[config.mk]
export PLATFORM = sky130hd
export DESIGN_NAME = lfsr_checker_param
export DESIGN_NICKNAME = d
export VERILOG_FILES = /design/src/rtl/lfsr_checker_param.sv
export SDC_FILE = /design/constraint.sdc
export NUM_CORES = 1
export LEC_CHECK = 0
export BUFFER_PORTS_ARGS = -buffer_cell sky130_fd_sc_hd__clkbuf_2
export CAP_MARGIN = 30
export CORE_AREA = 2 2 106 108
export CTS_BUF_LIST = sky130_fd_sc_hd__clkbuf_4 sky130_fd_sc_hd__clkbuf_8
export DETAILED_ROUTE_END_ITERATION = 8
export DIE_AREA = 0 0 108 110
export HOLD_SLACK_MARGIN = 0.05
export REMOVE_ABC_BUFFERS = 1
export SYNTH_ARGS = -nofsm -noshare
export SYNTH_HDL_FRONTEND = slang
export SYNTH_SLANG_ARGS = --single-unit
[constraint.sdc]
create_clock -name clock -period 4.11 [get_ports clock]
set_input_delay 0.6165 -clock clock [delete_from_list [all_inputs] [get_ports clock]]
set_output_delay 0.6165 -clock clock [all_outputs]
set_load 0.05 [all_outputs]
[src/rtl/lfsr_checker_param.sv]
// lfsr_checker_param - Galois LFSR lock checker on the receive side of the PRBS path.
//
// A local LFSR tracks the incoming PRBS word stream. After LOCK_CNT consecutive
// matching beats the checker locks. While locked, every mismatching beat raises a
// one-cycle error pulse. UNLOCK_CNT consecutive mismatches drop lock. Two
// saturating counters record errors and lock losses.
//
// Ports:
//   clock        rising-edge clock
//   rst          asynchronous active-high reset
//   soft_rst     synchronous clear; leaves the same state as rst
//   i_valid      qualifies i_data
//   i_data       received LFSR word
//   i_clr_cnt    synchronous clear of o_err_cnt / o_loss_cnt only
//   o_lock       1 while locked
//   o_err        1-cycle pulse: mismatching beat while locked
//   o_sync_loss  1-cycle pulse: lock dropped
//   o_err_cnt    saturating count of o_err pulses
//   o_loss_cnt   saturating count of lock losses
module lfsr_checker_param #(
  parameter int unsigned       WIDTH      = 8,
  parameter logic [WIDTH-1:0]  POLY       = 8'h1C,
  parameter logic [WIDTH-1:0]  SEED       = 8'hFF,
  parameter int unsigned       LOCK_CNT   = 5,
  parameter int unsigned       UNLOCK_CNT = 3,
  parameter int unsigned       CNT_W      = 16
) (
  input  logic             clock,
  input  logic             rst,
  input  logic             soft_rst,
  input  logic             i_valid,
  input  logic [WIDTH-1:0] i_data,
  input  logic             i_clr_cnt,
  output logic             o_lock,
  output logic             o_err,
  output logic             o_sync_loss,
  output logic [CNT_W-1:0] o_err_cnt,
  output logic [CNT_W-1:0] o_loss_cnt
);

  localparam int unsigned MatchW = $clog2(LOCK_CNT + 1);
  localparam int unsigned MissW  = $clog2(UNLOCK_CNT + 1);

  // Count value on the beat that completes the run.
  localparam logic [MatchW-1:0] MatchLast = MatchW'(LOCK_CNT - 1);
  localparam logic [MissW-1:0]  MissLast  = MissW'(UNLOCK_CNT - 1);

  typedef enum logic {
    StUnlock,
    StLock
  } state_e;

  state_e             state_q, state_d;
  logic [WIDTH-1:0]   local_q, local_d;
  logic [MatchW-1:0]  match_cnt_q, match_cnt_d;
  logic [MissW-1:0]   miss_cnt_q, miss_cnt_d;
  logic               err_q, err_d;
  logic               sync_loss_q, sync_loss_d;
  logic [CNT_W-1:0]   err_cnt_q, err_cnt_d;
  logic [CNT_W-1:0]   loss_cnt_q, loss_cnt_d;

  logic               data_match;

  // Galois step. The zero-escape term splices the all-zero word into the
  // sequence so the period is the full 2^WIDTH.
  function automatic logic [WIDTH-1:0] lfsr_next(input logic [WIDTH-1:0] x);
    logic             fb;
    logic [WIDTH-1:0] taps;
    fb   = x[WIDTH-1] ^ (x[WIDTH-2:0] == '0);
    taps = {POLY[WIDTH-1:1], 1'b0};
    return {x[WIDTH-2:0], fb} ^ (taps & {WIDTH{fb}});
  endfunction

  function automatic logic [CNT_W-1:0] sat_inc(input logic [CNT_W-1:0] c);
    return (c == '1) ? c : c + CNT_W'(1);
  endfunction

  assign data_match = (i_data == local_q);

  always_comb begin
    state_d     = state_q;
    local_d     = local_q;
    match_cnt_d = match_cnt_q;
    miss_cnt_d  = miss_cnt_q;
    err_d       = 1'b0;
    sync_loss_d = 1'b0;
    err_cnt_d   = err_cnt_q;
    loss_cnt_d  = loss_cnt_q;

    // Clear first so a same-beat increment lands on zero.
    if (i_clr_cnt) begin
      err_cnt_d  = '0;
      loss_cnt_d = '0;
    end

    if (i_valid) begin
      unique case (state_q)
        StUnlock: begin
          if (data_match) begin
            local_d = lfsr_next(local_q);
            if (match_cnt_q == MatchLast) begin
              state_d     = StLock;
              match_cnt_d = '0;
            end else begin
              match_cnt_d = match_cnt_q + MatchW'(1);
            end
          end else begin
            // Resync onto the received word.
            local_d     = lfsr_next(i_data);
            match_cnt_d = '0;
          end
        end
        StLock: begin
          if (data_match) begin
            local_d    = lfsr_next(local_q);
            miss_cnt_d = '0;
          end else begin
            err_d     = 1'b1;
            err_cnt_d = sat_inc(err_cnt_d);
            if (miss_cnt_q == MissLast) begin
              state_d     = StUnlock;
              miss_cnt_d  = '0;
              local_d     = lfsr_next(i_data);
              sync_loss_d = 1'b1;
              loss_cnt_d  = sat_inc(loss_cnt_d);
            end else begin
              // Isolated errors do not disturb the local sequence.
              local_d    = lfsr_next(local_q);
              miss_cnt_d = miss_cnt_q + MissW'(1);
            end
          end
        end
        default: begin
          state_d = StUnlock;
        end
      endcase
    end
  end

  always_ff @(posedge clock or posedge rst) begin
    if (rst) begin
      state_q     <= StUnlock;
      local_q     <= SEED;
      match_cnt_q <= '0;
      miss_cnt_q  <= '0;
      err_q       <= 1'b0;
      sync_loss_q <= 1'b0;
      err_cnt_q   <= '0;
      loss_cnt_q  <= '0;
    end else if (soft_rst) begin
      state_q     <= StUnlock;
      local_q     <= SEED;
      match_cnt_q <= '0;
      miss_cnt_q  <= '0;
      err_q       <= 1'b0;
      sync_loss_q <= 1'b0;
      err_cnt_q   <= '0;
      loss_cnt_q  <= '0;
    end else begin
      state_q     <= state_d;
      local_q     <= local_d;
      match_cnt_q <= match_cnt_d;
      miss_cnt_q  <= miss_cnt_d;
      err_q       <= err_d;
      sync_loss_q <= sync_loss_d;
      err_cnt_q   <= err_cnt_d;
      loss_cnt_q  <= loss_cnt_d;
    end
  end

  assign o_lock      = (state_q == StLock);
  assign o_err       = err_q;
  assign o_sync_loss = sync_loss_q;
  assign o_err_cnt   = err_cnt_q;
  assign o_loss_cnt  = loss_cnt_q;

endmodule
==> impl_metrics.py <==
metrics = {
    "setup_path": {
        "path_buf_inv": 2,
        "worstSetupPathType": "in -> reg",
        "path_max_fanout": 11,
        "crit_slowest_cell": "or4_1",
        "critPathMaxStageDelay_ns": 0.63,
        "critPathLaunchType": "input pin",
        "path_delay_family": "simple AND/OR/NAND/NOR gates",
        "cp-end-kind": "flop",
        "required_ns": 4.30,
        "path_cells": "clkbuf_2, nor2b_1, ha_1, inv_1, or4_1, or2_1, nand4_1, mux2_2",
        "worstPathArrival_ns": 2.94,
    },
    "clock_tree": {
        "clock-sinks": 48,
        "htree_levels": 2,
        "insertion_delay_ns": 0.30,
        "cts_max_path_buffers": 2,
        "cts_setup_buffers": 0,
        "clock-root-buffer": "clkbuf_8",
        "cts_tree": "done",
        "cts_resized": 0,
        "hold_buffers": 0,
        "clkTransAtPathRegs_ns": 0.08,
        "cts_buffers": 5,
    },
    "die": {
        "io_pins": 48,
        "fp.dieH_um": 110,
        "core.rowCount": 38,
        "die_area_um2": 11900,
        "core-area_um2": 10700,
        "die_x_um": 108,
        "start_util_pct": 29.3,
    },
    "yosys": {
        "synth_top_family_by_area": "simple AND/OR/NAND/NOR gates",
        "yosys.area_share.simple_pct": 29.1,
        "synth_edf_count": 0,
        "yosysWarnings": 0,
        "synth-seq-area-share_pct": 38.6,
        "synth_mux_area_share_pct": 2.99,
        "synthAdderAreaFrac_pct": 1.59,
        "ys_ff_latch": 48,
        "netlist_area_um2": 3140,
        "synth_xor_area_share_pct": 4.74,
        "synth.distinct_cells": 50,
        "synth-compound-area-share_pct": 18.6,
        "synthCells": 360,
        "async_reset_ff_share_pct": 100,
        "synth_ff_type": "dfrtp_1",
        "synth.avg_cell_area_um2": 8.72,
    },
    "global_route": {
        "grt_max_degree": 49,
        "overflow": 0,
        "grt_usage_pct": 14.5,
        "grt_pass1_vias": 2850,
        "grt_pass1_wl_mm": 13.9,
        "antenna_found_initial": 0,
    },
    "final_layout": {
        "diodes": 0,
        "final_core_util_pct": 33.5,
        "nFillCells": 1122,
        "drive_gt1_share_pct": 19.8,
        "layout.cells.most_common": "clkbuf_2",
        "fin_nets": 414,
        "areaGrowthSynthToFinish_pct": 14.2,
        "layout_common_cells": "clkbuf_2 (47), dfrtp_1 (40), a21oi_1 (35)",
    },
    "job": {
        "max-cap-violations": 0,
    },
    "timing": {
        "finalSetupViolCount": 0,
        "rsz0062_at_grt": "false",
        "slew_violations": 0,
        "fin_crit_sh_pct": 66.9,
        "slew_headroom_pct": 37.8,
        "max_freq_ghz": 0.364,
        "finalSetupTns_ns": 0,
        "final-hold-violation-count": 0,
        "worst_pin_slew_ns": 0.922,
        "clock-skew-final_ns": 0.00341,
        "period_minus_slack_ns": 2.75,
    },
    "route": {
        "ant_nets": 0,
        "first_iter_violations": 143,
        "wl_per_cell_um": 15.1,
        "drt-total-wl_mm": 8.15,
        "vias": 2922,
        "drt_first_pass_iters": 5,
        "viasPerCell": 5.43,
        "drcViolationCount": 0,
    },
    "power": {
        "p_sw_mw": 0.217,
        "power_density_nw_per_um2": 245,
        "p_leak_nw": 1.40,
        "clock_power_share_pct": 35.0,
        "pwr-share-seq_pct": 55.7,
        "p_sw_share_pct": 24.7,
        "combPwrFrac_pct": 9.3,
        "ir_worst_vdd_mv": 0.128,
        "p_int_mw": 0.661,
    },
    "placed_design": {
        "place_congestion": 0.899,
        "portBuffers": 47,
        "hpwl_mm": 5.75,
    },
    "status": {
        "status": "finished, final reports clean",
    },
    "worst_hold_path": {
        "holdCritPathClass": "in -> async",
    },
}
[Yosys cell counts, types with 3 or more instances]
cell type | n | share of area (%)
o21ai_0 | 14 | 2.2
nor4_1 | 6 | 1.2
a21oi_1 | 35 | 5.6
nand4_1 | 14 | 2.8
nor2b_1 | 8 | 1.6
o211ai_1 | 5 | 1.2
and4_1 | 4 | 1.1
nor4b_1 | 4 | 1.1
nor3b_1 | 5 | 1.2
or2_2 | 4 | 0.80
and3_1 | 3 | 0.60
a21o_1 | 4 | 0.96
buf_2 | 7 | 1.1
or3_1 | 9 | 1.8
dfstp_2 | 8 | 6.7
a311oi_1 | 6 | 1.7
nand4b_1 | 4 | 1.1
nor3_1 | 13 | 2.1
nand3b_1 | 3 | 0.72
xnor2_1 | 13 | 3.6
ha_1 | 4 | 1.6
o31ai_1 | 7 | 1.7
clkbuf_1 | 12 | 1.4
nand2b_1 | 5 | 1.0
nor2_1 | 28 | 3.3
o311ai_0 | 3 | 0.84
a31o_1 | 3 | 0.84
or4_1 | 10 | 2.4
mux2i_1 | 6 | 1.9
mux2_2 | 3 | 1.1
dfrtp_1 | 40 | 32
inv_1 | 10 | 1.2
nand2_1 | 25 | 3.0
nand3_1 | 9 | 1.4
xor2_1 | 4 | 1.1
[layer usage]
metal | wire length (um) | part of all wire (%) | vias up | track usage, %
li1 | - | - | 1431 | -
met1 | 3850 | 47 | 1431 | 19.0
met2 | 3960 | 49 | 54 | 25.0
met3 | 279 | 3.4 | 6 | 2.47
met4 | 66 | 0.81 | 0 | 3.66
met5 | 0 | 0 | - | 0
[power by group through the flow]
stage | logic (mW) | registers [mW] | clock network (mW)
floorplan | 0.0465 | 0.496 | 0
global placement | 0.0816 | 0.498 | 0
detailed placement | 0.0830 | 0.498 | 0
CTS | 0.0832 | 0.489 | 0.324
global route | 0.0924 | 0.490 | 0.343
finish | 0.0818 | 0.489 | 0.307
[state kept, by name (all words and copies together), names as in the netlist]
register and count:
o_lock 1, o_err_cnt 16, local_q 8, miss_cnt_q 2, o_err 1, o_sync_loss 1, o_loss_cnt 16, match_cnt_q 3
[path summary, 6_finish.rpt]
check	depth (start not counted)	end	start	slack, ns
hold reg to reg	1	o_err_cnt[14]$_DFF_PP0_	o_err_cnt[14]$_DFF_PP0_	0.53
setup / recovery	8	o_loss_cnt[3]$_DFF_PP0_	i_clr_cnt	1.36
max in group asynchronous	3	o_err_cnt[0]$_DFF_PP0_	rst	3.24
setup reg to reg	7	o_loss_cnt[3]$_DFF_PP0_	o_loss_cnt[0]$_DFF_PP0_	1.45
hold / removal	3	match_cnt_q[0]$_DFFE_PP0P_	rst	0.45
min in group clock	1	o_err_cnt[14]$_DFF_PP0_	o_err_cnt[14]$_DFF_PP0_	0.53
[stage by stage]
stage	power (mW)	cell area [um2]	std cells	hold slack, ns	worst slack (ns)
finish	0.878	3580	538	0.452	1.36
global route	0.926	3580	538	0.520	1.18
CTS	0.897	3580	537	0.480	1.37
detailed placement	0.581	3480	529	0.505	1.07
global placement	0.579	3480	529	0.501	1.18
floorplan	0.542	3040	338	0.512	1.42
[worst min-delay path, stage by stage]
cell and delay [ns]:
clkbuf_2 0.08, inv_2 0.03, buf_4 0.50
[kinds of logic (layout without fill, tap and decap cells)]
family          after synthesis  count (layout)
compound gates               90              90
xor+xnor                     17              17
fa+ha+maj                     4               4
buf+inv                      32              70
flops                        48              48
mux                           9               9
simple gates                160             160
[area by class of cell]
type | count | area [um2] | share of cell area, %
Multi-Input combinational cell | 280 | 1790 | 49.9
Inverter | 10 | 37.5 | 1.05
Timing Repair Buffer | 52 | 273 | 7.61
Tap cell | 140 | 175 | 4.89
Clock buffer | 8 | 97.6 | 2.72
Sequential cell | 48 | 1210 | 33.8
Note: power is estimated with default switching activity, not from simulation.
